--- config.mk ---
export PLATFORM = sky130hd
export DESIGN_NAME = pipe_hazard_ctrl
export DESIGN_NICKNAME = d
export VERILOG_FILES = /design/src/rtl/pipe_hazard_ctrl_pkg.sv /design/src/rtl/pipe_hazard_ctrl_stall_prio_enc.sv /design/src/rtl/pipe_hazard_ctrl.sv
export SDC_FILE = /design/constraint.sdc
export NUM_CORES = 1
export LEC_CHECK = 0
export BUFFER_PORTS_ARGS = -buffer_cell sky130_fd_sc_hd__buf_2
export CAP_MARGIN = 15
export CORE_UTILIZATION = 41
export CTS_CLUSTER_SIZE = 8
export DETAILED_ROUTE_END_ITERATION = 8
export GPL_ROUTABILITY_DRIVEN = 0
export PLACE_DENSITY = 0.72
export SLEW_MARGIN = 20
export SYNTH_ARGS = -nofsm -noshare
export SYNTH_HDL_FRONTEND = slang
export SYNTH_SLANG_ARGS = --single-unit
--- constraint.sdc ---
create_clock -name i_clk -period 1.5 [get_ports i_clk]
set_input_delay 0.3 -clock i_clk [delete_from_list [all_inputs] [get_ports i_clk]]
set_output_delay 0.3 -clock i_clk [all_outputs]
set_load 0.02 [all_outputs]
--- src/rtl/pipe_hazard_ctrl_pkg.sv ---
// Shared types and constants for the pipeline hazard controller.
package pipe_ctrl_pkg;

    // Sequencer states: normal operation or multi-cycle soft reset.
    typedef enum logic {
        RUN     = 1'b0,
        RST_SEQ = 1'b1
    } state_t;

    // Stage indices for the default 3-stage core.
    localparam int STG_FETCH = 0;
    localparam int STG_DEC   = 1;
    localparam int STG_EXE   = 2;

    // Default sequencing parameters.
    localparam int DEF_NSTAGE         = 3;
    localparam int DEF_RST_CYCLES     = 4;
    localparam int DEF_TIMEOUT_CYCLES = 255;
    localparam int DEF_CNT_W          = 8;

endpackage

--- src/rtl/pipe_hazard_ctrl_stall_prio_enc.sv ---
// Highest-set-bit priority encoder for stall requests.
// The most downstream requesting stage k gets a bubble; every stage
// upstream of k holds. Stages downstream of k are left running.
module stall_prio_enc #(
    parameter int N = 3
) (
    input  logic [N-1:0] i_req,
    output logic         o_valid,
    output logic [N-1:0] o_stall_mask,
    output logic [N-1:0] o_flush_mask
);
    localparam int IDX_W = (N > 1) ? $clog2(N) : 1;

    logic [IDX_W-1:0] w_idx;

    // Scan upward so the highest requesting index wins.
    always_comb begin
        w_idx = '0;
        for (int j = 0; j < N; j++) begin
            if (i_req[j]) w_idx = IDX_W'(j);
        end
    end

    assign o_valid      = |i_req;
    // One-hot at k; everything strictly below k is (one-hot - 1).
    assign o_flush_mask = o_valid ? (N'(1) << w_idx) : '0;
    assign o_stall_mask = o_valid ? (o_flush_mask - N'(1)) : '0;

endmodule

--- src/rtl/pipe_hazard_ctrl.sv ---
// Pipeline stall/flush sequencer: stall arbitration, deferred interrupt
// flush with acknowledge, multi-cycle soft reset and a stall watchdog.
module pipe_hazard_ctrl
    import pipe_ctrl_pkg::*;
#(
    parameter int NSTAGE         = DEF_NSTAGE,
    parameter int RST_CYCLES     = DEF_RST_CYCLES,
    parameter int TIMEOUT_CYCLES = DEF_TIMEOUT_CYCLES,
    parameter int CNT_W          = DEF_CNT_W
) (
    input  logic              i_clk,
    input  logic              i_rst,
    input  logic [NSTAGE-1:0] i_stall_req,
    input  logic              i_int_req,
    input  logic              i_rst_req,
    output logic [NSTAGE-1:0] o_stage_stall,
    output logic [NSTAGE-1:0] o_stage_flush,
    output logic              o_pc_stall,
    output logic              o_group_rst,
    output logic              o_int_ack,
    output logic              o_stall_timeout
);
    localparam int RC_W = (RST_CYCLES > 1) ? $clog2(RST_CYCLES) : 1;
    localparam logic [RC_W-1:0]  RC_LOAD  = RC_W'(RST_CYCLES - 1);
    localparam logic [CNT_W-1:0] CNT_LAST = CNT_W'(TIMEOUT_CYCLES - 1);

    state_t            r_state;
    state_t            w_state_nxt;
    logic [RC_W-1:0]   r_rst_cnt;
    logic [RC_W-1:0]   w_rst_cnt_nxt;
    logic              r_int_pend;
    logic [CNT_W-1:0]  r_stall_cnt;
    logic              r_stall_timeout;

    logic              w_stall_any;
    logic [NSTAGE-1:0] w_stall_mask;
    logic [NSTAGE-1:0] w_flush_mask;
    logic              w_in_rst;
    logic              w_int_eff;

    stall_prio_enc #(.N(NSTAGE)) u_enc (
        .i_req        (i_stall_req),
        .o_valid      (w_stall_any),
        .o_stall_mask (w_stall_mask),
        .o_flush_mask (w_flush_mask)
    );

    // A fresh restart request acts in the same cycle, before the FSM moves.
    assign w_in_rst  = i_rst_req || (r_state == RST_SEQ);
    assign w_int_eff = i_int_req || r_int_pend;

    // FSM state and soft-reset down-counter.
    always_ff @(posedge i_clk) begin
        if (i_rst) begin
            r_state   <= RUN;
            r_rst_cnt <= '0;
        end else begin
            r_state   <= w_state_nxt;
            r_rst_cnt <= w_rst_cnt_nxt;
        end
    end

    // Next state plus all hold/bubble/clear outputs, in priority order.
    always_comb begin
        w_state_nxt   = r_state;
        w_rst_cnt_nxt = r_rst_cnt;
        o_stage_stall = '0;
        o_stage_flush = '0;
        o_pc_stall    = 1'b0;
        o_group_rst   = 1'b0;
        o_int_ack     = 1'b0;

        if (i_rst_req) begin
            w_state_nxt   = RST_SEQ;
            w_rst_cnt_nxt = RC_LOAD;
        end else if (r_state == RST_SEQ) begin
            if (r_rst_cnt == '0) w_state_nxt = RUN;
            else                 w_rst_cnt_nxt = r_rst_cnt - 1'b1;
        end

        if (w_in_rst) begin
            o_stage_flush = '1;
            o_group_rst   = 1'b1;
        end else if (w_stall_any) begin
            o_stage_stall = w_stall_mask;
            o_stage_flush = w_flush_mask;
            o_pc_stall    = 1'b1;
        end else if (w_int_eff) begin
            o_stage_flush = '1;
            o_int_ack     = 1'b1;
        end
    end

    // Pending interrupt: captured in RUN, dropped on ack or any reset.
    always_ff @(posedge i_clk) begin
        if (i_rst || w_in_rst) begin
            r_int_pend <= 1'b0;
        end else if (o_int_ack) begin
            r_int_pend <= 1'b0;
        end else if (i_int_req) begin
            r_int_pend <= 1'b1;
        end
    end

    // Watchdog: count consecutive stalled RUN cycles, flag is sticky.
    always_ff @(posedge i_clk) begin
        if (i_rst) begin
            r_stall_cnt     <= '0;
            r_stall_timeout <= 1'b0;
        end else begin
            if (w_in_rst || !w_stall_any) begin
                r_stall_cnt <= '0;
            end else if (r_stall_cnt != '1) begin
                r_stall_cnt <= r_stall_cnt + 1'b1;
            end

            if (i_rst_req) begin
                r_stall_timeout <= 1'b0;
            end else if (!w_in_rst && w_stall_any && r_stall_cnt == CNT_LAST) begin
                r_stall_timeout <= 1'b1;
            end
        end
    end

    assign o_stall_timeout = r_stall_timeout;

endmodule

==> impl_metrics.csv <==
group,metric,value,unit
power,pwr-share-seq,0.522,
placed_design,port-buffer-count,15,
global_routing,first_global_vias,553,
power,p_per_area,835,mW/mm^2
min_path,hold_depth,2,
power,power_switching,189,uW
clocking,cts-hold-fix-buffers,0,
drt,vias,665,
global_routing,grt_use_total,0.169,
power,comb_power_share,0.162,
floorplanning,start_util,0.446,
cells_and_area,syn_to_final_growth,20.9,%
critical_path,path_max_fanout,3,
placed_design,hpwl,983,um
timing,final.setup.tns,0,ps
floorplanning,die_w,42.9,um
yosys,ys_types,31,
min_path,min_path_type,"in2reg",
global_routing,grt_start_max_net_pins,10,
critical_path,cp.arrival,1150,ps
critical_path,cp-end-kind,"primary output",
yosys,ys.flop_type,"dfxtp_1",
drt,wl,1340,um
clocking,clock-sinks,13,
cells_and_area,drive_gt1_frac,0.291,
timing,setup_viol,0,
clocking,htreeDepth,1,
yosys,yosysSeqAreaShare,0.379,
min_path,min_to,"r_state",
timing,rsz0062_at_grt,"false",
cells_and_area,nets,114,
drt,drcViolationCount,0,
global_routing,grt_overflow,0,
global_routing,grt_pass1_wl,2270,um
drt,antenna_left,0,
drt,vias_per_cell,5.59,
clocking,cts_tree,"built",
floorplanning,die_y,42.9,um
outcome,status,"completed",
timing,hold_viol_final,0,
yosys,synthCells,85,
power,swShare,0.272,
power,power.total,694,uW
critical_path,required,1200,ps
timing,drv_slew,0,
clocking,clock_latency,280,ps
yosys,synth_edf_count,0,
clocking,clkSlewWorstSetupHoldPaths,70,ps
cells_and_area,num_antenna_cells,0,
critical_path,reg2reg_slack,90,ps
global_routing,grt_antenna_before_repair,0,
critical_path,r2r-end,"r_stall_cnt[7]",
placed_design,dpl_cell_area,777,um^2
clocking,cts_buffer_depth,2,
flow_run,maxCapViolations,0,
yosys,ys_ff_latch,13,
floorplanning,pin_count,17,
drt,drt_pass1_iterations,4,
timing,clock_skew,3.39,ps
critical_path,worst-setup-path-type,"reg2out",
timing,post-route-period-util,0.966,
drt,first_iter_violations,20,
timing,clock.fmax,0.690,GHz
clocking,cts_buffers,3,
yosys,synth-async-reset-ratio,0,
yosys,syn-num-nets,95,
cells_and_area,postLayoutCellArea,831,um^2
floorplanning,rows,14,
floorplanning,fp.dieArea,0.00184,mm^2
drt,wl_per_cell,11.2,um
power,intPower,505,uW
critical_path,reg2reg_depth,4,
power,pwr-share-clk,0.316,
floorplanning,coreArea,0.00154,mm^2
yosys,yosysWarnings,0,
clocking,cts-root-buf,"clkbuf_4",
min_path,min_from,"i_rst",
power,irDropWorstVdd,0.000467,V
yosys,synth_area,687,um^2
critical_path,critPathLaunchType,"flop",
yosys,avgSynthCellArea,8.08,um^2
critical_path,r2r_start,"r_state",
timing,fin_crit,1450,ps
power,leakage,0.000324,uW
area by class of cell:
type | instances | area (um^2)
clock buffers | 4 | 26.3
fillers | 158 | 711
inverters | 7 | 28.8
multi-input cells | 61 | 393
flip-flops and latches | 13 | 265
well taps | 16 | 20.0
repair buffers | 18 | 97.6
critical path, cell delays in order, from the launching register on:
cell and delay [ps]:
dfxtp_2 330, nor2_4 140, buf_4 130, and2_2 120, buf_2 150
metal layers:
layer  wire [um]  track usage  share of wire
met4          37        0.127          0.028
met2         612        0.261           0.46
met3          88       0.0298          0.066
met1         599        0.206           0.45
met5           0            0              0
power groups by stage:
stage          clock [uW]  combinational, uW  sequential (uW)
2_1_floorplan           0               71.8              369
3_3_place_gp            0                104              370
3_5_place_dp            0                105              370
4_1_cts               224                107              362
5_1_grt               232                126              363
6_report              220                112              362
placed cells by master, fill, tap and decap left out, drive strengths merged:
cell    count
xnor2       3
nor2b       2
nor3b       1
o31ai       1
clkbuf      4
conb        1
o21bai      1
mux2        1
a31oi       3
o21ai       5
o21a        1
inv         7
nor4        3
nor2       10
or3         2
dfxtp      13
nand2       3
and3        1
nor3        4
a211oi      1
nand3       4
ha          3
and4        1
nand4       2
a21oi       6
buf        18
nor4b       1
and2        1
cell usage after synthesis, types with 2 or more instances:
master / n / area, um^2
nand4_1: 2 / 12.5
a31oi_1: 3 / 18.8
nand3_1: 4 / 20.0
inv_1: 6 / 22.5
clkbuf_1: 2 / 7.51
nor2_1: 9 / 33.8
nor2b_1: 2 / 12.5
or3_1: 2 / 12.5
xnor2_1: 3 / 26.3
ha_1: 3 / 37.5
o21ai_0: 5 / 25.0
nor3_1: 4 / 20.0
a21oi_1: 6 / 30.0
nand2_1: 3 / 11.3
dfxtp_1: 13 / 260
nor4_1: 3 / 18.8
metrics by stage:
stage / setup slack [ps] / hold slack (ps) / std cells / utilization
floorplan: 127 / 369 / 85 / -
global placement: 117 / 451 / 114 / 0.504
detailed placement: -25.5 / 448 / 114 / 0.504
CTS: -19.8 / 213 / 118 / 0.524
global route: 8.61 / 241 / 119 / 0.539
finish: 50.9 / 217 / 119 / 0.539
worst max-delay path by stage:
stage	from	to	slack, ps	cells past startpoint
floorplan	i_stall_req[0]	o_stage_flush[1]	130	3
global placement	i_rst_req	r_stall_cnt[7]	120	5
detailed placement	i_rst_req	r_stall_cnt[7]	-30	5
CTS	r_state	o_int_ack	-20	4
global route	r_state	r_stall_cnt[7]	9	4
finish	r_state	o_stage_stall[1]	50	4
kinds of logic after synthesis:
family,count (synthesis),share of synthesized area
AO/OA/AOI/OAI,18,0.151
XOR/XNOR,3,0.0383
adder cells (fa/ha/maj),3,0.0547
buffers and inverters,11,0.0765
flip-flops,13,0.379
multiplexers,1,0.0164
other,1,0.00546
AND/OR/NAND/NOR,35,0.279
flip-flops by register name (all words and copies together) (netlist names):
| signal | cells |
|---|---|
| r_stall_cnt | 8 |
| r_rst_cnt | 2 |
| o_stall_timeout | 1 |
| r_int_pend | 1 |
| r_state | 1 |
what timing repair did:
action                                  CTS  global route
pin swaps                                 1             3
gates resized for setup                   2             6
buffers inserted                          0             1
endpoints found under the setup margin    2             4
Power figures use the tool's default switching activity.
